File: src/rtl/alu_pkg.sv
// Shared ALU definitions: control encoding, operand width and the issue-entry layout
// used by alu_share_arbiter.
package alu_pkg;

  localparam int XLEN = 32;

  localparam logic [3:0] ADD  = 4'd0;
  localparam logic [3:0] SUB  = 4'd1;
  localparam logic [3:0] SLL  = 4'd2;
  localparam logic [3:0] SLT  = 4'd3;
  localparam logic [3:0] SLTU = 4'd4;
  localparam logic [3:0] XOR  = 4'd5;
  localparam logic [3:0] SRL  = 4'd6;
  localparam logic [3:0] SRA  = 4'd7;
  localparam logic [3:0] OR   = 4'd8;
  localparam logic [3:0] AND  = 4'd9;

  localparam logic [3:0] ALU_CTRL_MAX = 4'd9;

  typedef enum logic {
    OWNER_REQ0 = 1'b0,
    OWNER_REQ1 = 1'b1
  } owner_t;

  typedef struct packed {
    logic [3:0]      ctrl;
    logic [XLEN-1:0] a;
    logic [XLEN-1:0] b;
    owner_t          owner;
    logic            err;
  } issue_entry_t;

  function automatic logic ctrlIllegal(input logic [3:0] ctrl);
    return ctrl > ALU_CTRL_MAX;
  endfunction

endpackage

File: src/rtl/alu_share_arbiter_rr_arb2.sv
// Two-input arbiter for alu_share_arbiter. Round-robin by default; defining
// ALU_ARB_FIXED_PRIO_EN gives req0 absolute priority and drops the last_grant state.
module rr_arb2 (
`ifndef ALU_ARB_FIXED_PRIO_EN
  input  logic clk,
  input  logic rst,
`endif
  input  logic elig0,
  input  logic elig1,
  output logic grant0,
  output logic grant1
);

`ifdef ALU_ARB_FIXED_PRIO_EN

  always_comb begin
    grant0 = elig0;
    grant1 = elig1 && !elig0;
  end

`else

  logic last_grant;

  // On contention the requester that did not win last time gets the slot.
  always_comb begin
    grant0 = elig0 && (!elig1 || last_grant);
    grant1 = elig1 && (!elig0 || !last_grant);
  end

  always_ff @(posedge clk) begin
    if (rst) begin
      last_grant <= 1'b1;
    end else if (grant0) begin
      last_grant <= 1'b0;
    end else if (grant1) begin
      last_grant <= 1'b1;
    end
  end

`endif

endmodule

File: src/rtl/alu_share_arbiter.sv
// Shares one combinational ALU between two valid/ready requesters through a one-cycle
// issue register and per-requester response slots. Option macro: ALU_ARB_FIXED_PRIO_EN.
module alu_share_arbiter
  import alu_pkg::*;
(
  input  logic            clk,
  input  logic            rst,

  input  logic            req0_valid,
  output logic            req0_ready,
  input  logic [3:0]      req0_ctrl,
  input  logic [XLEN-1:0] req0_a,
  input  logic [XLEN-1:0] req0_b,
  output logic            rsp0_valid,
  input  logic            rsp0_ready,
  output logic [XLEN-1:0] rsp0_result,
  output logic            rsp0_zero,
  output logic            rsp0_err,

  input  logic            req1_valid,
  output logic            req1_ready,
  input  logic [3:0]      req1_ctrl,
  input  logic [XLEN-1:0] req1_a,
  input  logic [XLEN-1:0] req1_b,
  output logic            rsp1_valid,
  input  logic            rsp1_ready,
  output logic [XLEN-1:0] rsp1_result,
  output logic            rsp1_zero,
  output logic            rsp1_err,

  output logic [3:0]      alu_ctrl,
  output logic [XLEN-1:0] alu_a,
  output logic [XLEN-1:0] alu_b,
  input  logic [XLEN-1:0] alu_result
);

  issue_entry_t issue;
  issue_entry_t new_entry;
  logic         issue_valid;
  logic         busy0, busy1;
  logic         elig0, elig1;
  logic         grant0, grant1;
  logic         drain0, drain1;
  logic [3:0]   sel_ctrl;
  logic [XLEN-1:0] sel_a, sel_b;
  logic         sel_illegal;

  // A requester stays blocked from grant until its response slot has been consumed.
  assign drain0 = issue_valid && (issue.owner == OWNER_REQ0);
  assign drain1 = issue_valid && (issue.owner == OWNER_REQ1);
  assign busy0  = drain0 || rsp0_valid;
  assign busy1  = drain1 || rsp1_valid;
  assign elig0  = req0_valid && !busy0 && !rst;
  assign elig1  = req1_valid && !busy1 && !rst;

  rr_arb2 u_arb (
`ifndef ALU_ARB_FIXED_PRIO_EN
    .clk    (clk),
    .rst    (rst),
`endif
    .elig0  (elig0),
    .elig1  (elig1),
    .grant0 (grant0),
    .grant1 (grant1)
  );

  assign req0_ready = grant0;
  assign req1_ready = grant1;

  // Illegal operations still occupy a slot, but run as a harmless ADD 0+0.
  always_comb begin
    sel_ctrl    = grant1 ? req1_ctrl : req0_ctrl;
    sel_a       = grant1 ? req1_a    : req0_a;
    sel_b       = grant1 ? req1_b    : req0_b;
    sel_illegal = ctrlIllegal(sel_ctrl);
    new_entry.ctrl  = sel_illegal ? ADD : sel_ctrl;
    new_entry.a     = sel_illegal ? '0  : sel_a;
    new_entry.b     = sel_illegal ? '0  : sel_b;
    new_entry.owner = grant1 ? OWNER_REQ1 : OWNER_REQ0;
    new_entry.err   = sel_illegal;
  end

  always_ff @(posedge clk) begin
    if (rst) begin
      issue_valid <= 1'b0;
      issue       <= '0;
    end else begin
      issue_valid <= grant0 || grant1;
      if (grant0 || grant1) begin
        issue <= new_entry;
      end
    end
  end

  assign alu_ctrl = issue_valid ? issue.ctrl : ADD;
  assign alu_a    = issue_valid ? issue.a    : '0;
  assign alu_b    = issue_valid ? issue.b    : '0;

  // The owner's slot is always empty at drain, so drain and consume never collide.
  always_ff @(posedge clk) begin
    if (rst) begin
      rsp0_valid  <= 1'b0;
      rsp0_result <= '0;
      rsp0_zero   <= 1'b0;
      rsp0_err    <= 1'b0;
      rsp1_valid  <= 1'b0;
      rsp1_result <= '0;
      rsp1_zero   <= 1'b0;
      rsp1_err    <= 1'b0;
    end else begin
      if (rsp0_valid && rsp0_ready) begin
        rsp0_valid <= 1'b0;
      end
      if (drain0) begin
        rsp0_valid  <= 1'b1;
        rsp0_result <= alu_result;
        rsp0_zero   <= (alu_result == '0);
        rsp0_err    <= issue.err;
      end
      if (rsp1_valid && rsp1_ready) begin
        rsp1_valid <= 1'b0;
      end
      if (drain1) begin
        rsp1_valid  <= 1'b1;
        rsp1_result <= alu_result;
        rsp1_zero   <= (alu_result == '0);
        rsp1_err    <= issue.err;
      end
    end
  end

endmodule

File: config.mk
export PLATFORM = sky130hd
export DESIGN_NAME = alu_share_arbiter
export DESIGN_NICKNAME = d
export VERILOG_FILES = /design/src/rtl/alu_pkg.sv /design/src/rtl/alu_share_arbiter_rr_arb2.sv /design/src/rtl/alu_share_arbiter.sv
export SDC_FILE = /design/constraint.sdc
export NUM_CORES = 1
export LEC_CHECK = 0
export CAP_MARGIN = 10
export CORE_MARGIN = 3
export CORE_UTILIZATION = 37
export CTS_CLUSTER_SIZE = 24
export DETAILED_ROUTE_END_ITERATION = 7
export PLACE_DENSITY = 0.77
export SLEW_MARGIN = 20
export SYNTH_ARGS = -nofsm -noshare
export SYNTH_HDL_FRONTEND = slang
export SYNTH_HIERARCHICAL = 1
export SYNTH_SLANG_ARGS = --single-unit
File: constraint.sdc
create_clock -name clk -period 2.8 [get_ports clk]
set_clock_uncertainty 0.15 [all_clocks]
set_input_delay 0.56 -clock clk [delete_from_list [all_inputs] [get_ports clk]]
set_output_delay 0.56 -clock clk [all_outputs]
set_load 0.05 [all_outputs]
; Word-level counts from Yosys, hierarchy flattened
; Index checks and enable logic that the tools add are counted.
[word_totals]
ff_bits = 142
in_bits = 174
elab_cells = 58
[op_classes]
n_reduce_logical = 25
muxes = 16
magnitude_cmp = 1
n_bitwise = 1
[ops]
columns = cell, n
row1 = $mux W32, 6
row2 = $logic_not A32 Y1, 1
row3 = $mux W4, 3
row4 = $logic_and A1 B1 Y1, 10
row5 = $mux W1, 7
row6 = $logic_not A1 Y1, 6
row7 = $reduce_bool A2 Y1, 3
row8 = $logic_or A1 B1 Y1, 5
row9 = $gt A4 B4 Y1 const B, 1
row10 = $not A1 Y1, 1

; Depth between registers and ports, before layout
[logic_depth]
depth_word = 12
mapped_depth = 12

; Cells and area by module
; The synthesis kept the hierarchy.
[modules_own_cells]
columns = mod, instances, cells_each, area_per_inst_um2
row1 = alu_share_arbiter, 1, 719, 6312.3
row2 = rr_arb2, 1, 7, 55.1

; Least setup slack after synthesis
; OpenSTA, ideal clock, no wires.
[synth_path]
kind = input to register
from = input rst
to = register issue[10] (netlist bit)
t_arrival_ps = 3774
path_stages = 8
setup_time_ps = 117
slack_ps = -1241
path_cell_list = clkbuf_1 -> nor4b_1 -> a21boi_0 -> buf_2 -> buf_1 -> mux2_2 -> mux2i_1 -> nor2_1
[synth_between]
elab_cells_between_ends = 14
classes_between = order compare (1) / mux (3) / reduce/logical (10)
[synth_lines]
columns = item, line
row1 = "start, declared", alu_share_arbiter.sv:7  ; input logic rst,
row2 = $logic_not A1 Y1, alu_share_arbiter.sv:53  ; assign elig0 = req0_valid && !busy0 && !rst;
row3 = $logic_and A1 B1 Y1, alu_share_arbiter.sv:53
row4 = named net elig0, alu_share_arbiter.sv:41  ; logic elig0, elig1;
row5 = $logic_and A1 B1 Y1, alu_share_arbiter_rr_arb2.sv:27  ; grant0 = elig0 && (!elig1 || last_grant);
row6 = named net req0_ready, alu_share_arbiter.sv:10  ; output logic req0_ready,
row7 = $logic_or A1 B1 Y1, alu_share_arbiter.sv:89  ; if (grant0 || grant1) begin
row8 = "end signal, assigned", alu_share_arbiter.sv:90  ; issue <= new_entry;
row9 = "end, declared", alu_share_arbiter.sv:37  ; issue_entry_t issue;
; The timed path passes the listed nets, and every way through them passes these cells.
; A chain may end at the register's enable or synchronous reset.

; Final worst setup path
[layout_path]
from = input req0_valid
to = output req1_ready
[layout_between]
elab_chain_cells = 5
[layout_lines]
columns = item, line
row1 = "start, declared", alu_share_arbiter.sv:9  ; input logic req0_valid,
row2 = $logic_and A1 B1 Y1 (2 in a row), alu_share_arbiter.sv:53
row3 = named net elig0, alu_share_arbiter.sv:41
row4 = $logic_not A1 Y1, alu_share_arbiter_rr_arb2.sv:28  ; grant1 = elig1 && (!elig0 || !last_grant);
row5 = $logic_or A1 B1 Y1, alu_share_arbiter_rr_arb2.sv:28
row6 = $logic_and A1 B1 Y1, alu_share_arbiter_rr_arb2.sv:28
row7 = "end, declared", alu_share_arbiter.sv:21  ; output logic req1_ready,
; The timed path passes the listed nets, and every way through them passes these cells.

==> impl_metrics.tcl <==
set metrics [dict create \
    status "complete, no violations" \
    ir_drop_mv 0.3984 \
    synthXorXnorAreaFrac_pct 0 \
    crit_start "req0_valid" \
    share_comb_of_total_power_pct 20.4 \
    die_width_um 137.2 \
    ant_nets 0 \
    cts_tree "built" \
    syn_inst 726 \
    cts_hold_buffers 0 \
    htree_num_levels 4 \
    clk_latency_ps 410 \
    dr.first_iter.drc_count 318 \
    ioPinCount 314 \
    power.internal_w 0.004033 \
    synth_top_family_by_area "simple AND/OR/NAND/NOR gates" \
    synthMuxAreaShare_pct 20.46 \
    grt_max_degree 80 \
    drcViolationCount 0 \
    core_um2 16700 \
    ys_warn_count 6 \
    drv_cap 0 \
    synth_area_per_cell_um2 8.770 \
    area_growth_pct 62.98 \
    antenna_found_initial 1 \
    crit_type "in2out" \
    start_util_pct 38.13 \
    synth_seq_cells 142 \
    synth_simple_gate_area_share_pct 23.07 \
    fin_crit_ps 2684 \
    die_area_um2 18820 \
    drive_above_1_share_pct 19.27 \
    die_y_um 137.2 \
    worst_pin_slew_ps 864.5 \
    synth_cell_types 31 \
    place_congestion 0.8331 \
    synth_compound_area_share_pct 8.096 \
    r2r-start "issue_valid$_SDFF_PP0_" \
    setup_viol 0 \
    rsz0062_at_grt "false" \
    syn_nets 900 \
    swShare_pct 27.84 \
    worst_ep_arrival_time_ps 1970 \
    io_buffers 313 \
    timing_hold_violations_final 0 \
    post_drt_wl_per_cell_um 17.21 \
    power.density_nw_per_um2 538.6 \
    worstPathRequired_ps 2090 \
    grt_pass1_vias 6022 \
    overflow 0 \
    root_buffer "clkbuf_16" \
    hold_path_class "reg2reg" \
    cp_max_fo 4 \
    vias_per_cell 4.888 \
    grt_pass1_wl_um 32400 \
    power_w 0.005589 \
    cp-start-kind "input pin" \
    max_freq_mhz 372.6 \
    period_share_pct 95.85 \
    total_leakage_power_nw 4.044 \
    fin_hold_ws_ps 299.2 \
    drt_first_pass_iters 4 \
    ys_seq_area_share_pct 44.65 \
    wl_um 21760 \
    track_usage_pct 22.13 \
    vias 6178 \
    cts-buffers-inserted 17 \
    synthAdderAreaFrac_pct 0 \
    row_count 47 \
    cts_buffer_depth 2 \
    maxSlewHeadroom_pct 42.37 \
    cts_num_sinks 142 \
    path_clk_slew_ps 60 \
    slew_violations 0 \
    power_switching_w 0.001556 \
    end_kind "output pin" \
    seq_power_share_pct 39.0 \
    dpl.hpwl_um 15800 \
    clkPwrFrac_pct 40.6 \
    netlist_area_um2 6367 \
    min_from "issue[69]$_SDFFE_PP0P_" \
    nets 1204 \
]
==> state kept, by name, indices dropped and copies added, names as in the netlist <==
signal and cells:
issue 70, rsp0_result 32, rsp1_result 32, issue_valid 1, rsp0_err 1, rsp0_valid 1
rsp0_zero 1, rsp1_err 1, rsp1_valid 1, rsp1_zero 1, u_arb/last_grant 1
==> worst max-delay path, stage by stage <==
cell and delay, ps:
clkdlybuf4s50_1 470, nor4b_4 210, nand2_1 100, and2_4 180, buf_4 150, buf_4 150
buf_12 150
==> path summary, 6_finish.rpt <==
check / to / slack, ps / cells after the start
setup / recovery: req1_ready / 120 / 7
setup reg to reg: issue[47]$_SDFFE_PP0P_ / 310 / 9
hold reg to reg: issue[69]$_SDFFE_PP0P_ / 300 / 2
hold / removal: issue[69]$_SDFFE_PP0P_ / 300 / 2
==> final cells by class <==
type	instances	area [µm²]
fill	1408	6324
clock inverter	13	155.1
multi-input combinational	526	3348
timing repair buffer	340	3306
antenna	1	2.502
sequential	142	2846
inverter	3	11.26
tap	220	275.3
clock buffer	19	432.9
==> through the flow <==
stage	util, %	cell area (µm²)	cells	TNS (ps)	setup WS (ps)
4_1_cts	61.96	10350	1261	0	23.21
3_3_place_gp	58.44	9761	1229	-326.6	-16.74
5_1_grt	62.14	10380	1264	0	17.69
3_5_place_dp	58.44	9761	1229	-4785	-95.81
6_report	62.14	10380	1264	0	116.2
2_1_floorplan	-	6421	726	0	4.956
==> synth_stat cells <==
library cell,number,share of area [%]
o41ai_1,2,0.28
nor3_2,1,0.16
o211ai_1,1,0.12
nor4b_1,2,0.28
a21oi_1,79,6.2
mux2i_1,59,9.3
o41ai_4,1,0.43
nor2b_1,1,0.098
mux2i_2,1,0.22
nor2_1,62,3.7
nor4_1,8,0.79
inv_1,3,0.18
and2_1,76,7.5
dfxtp_1,142,45
and3b_1,6,0.83
a21o_1,1,0.12
or2_2,1,0.098
nor3b_2,1,0.20
nand3_1,4,0.31
buf_4,3,0.35
or2_1,1,0.098
a21boi_0,1,0.12
nand2_1,144,8.5
buf_2,7,0.55
nand4_1,2,0.20
mux2_2,62,11
clkbuf_1,35,2.1
or4_1,1,0.12
buf_1,10,0.59
nand2b_1,3,0.29
o32ai_1,6,0.83
==> cells in the final DEF (no fill, tap or decap), types with 12 or more instances in the layout <==
| cell | Yosys | layout |
|---|---|---|
| nand2_1 | 144 | 144 |
| a21oi_1 | 79 | 79 |
| mux2_2 | 62 | 62 |
| nor2_1 | 62 | 62 |
| mux2i_1 | 59 | 59 |
| dfxtp_1 | 142 | 141 |
| buf_4 | 3 | 85 |
| buf_12 | 0 | 12 |
| clkdlybuf4s50_1 | 0 | 242 |
| and2_1 | 76 | 75 |
| clkbuf_16 | 0 | 17 |
==> power groups by stage <==
stage / sequential (W) / combinational (W) / clock, W
4_1_cts: 0.00218 / 0.00114 / 0.00232
3_3_place_gp: 0.00223 / 0.00112 / 0
2_1_floorplan: 0.00233 / 0.000518 / 0
6_report: 0.00218 / 0.00114 / 0.00227
3_5_place_dp: 0.00223 / 0.00113 / 0
5_1_grt: 0.00220 / 0.00121 / 0.00241
==> logic make-up (layout without fill, tap and decap cells) <==
family	after synthesis	after routing
and+or+nand+nor	313	313
DFF	142	142
muxes	122	122
AOI/OAI and AO/OA	91	91
buffers and inverters	58	375
other	0	1
==> routing by layer <==
| metal | global-route usage [%] | share of wire [%] | vias to the layer above |
|---|---|---|---|
| met3 | 5.186 | 5.4 | 36 |
| met2 | 37.52 | 50 | 181 |
| met4 | 8.925 | 2.8 | 0 |
| li1 | - | - | 3040 |
| met5 | 0 | 0 | - |
| met1 | 27.07 | 42 | 2921 |
==> what timing repair did <==
item	CTS	global route
gates resized for setup	0	2
setup buffers	0	2
setup endpoints to repair	0	2
Note: power is estimated with default switching activity, not from simulation.
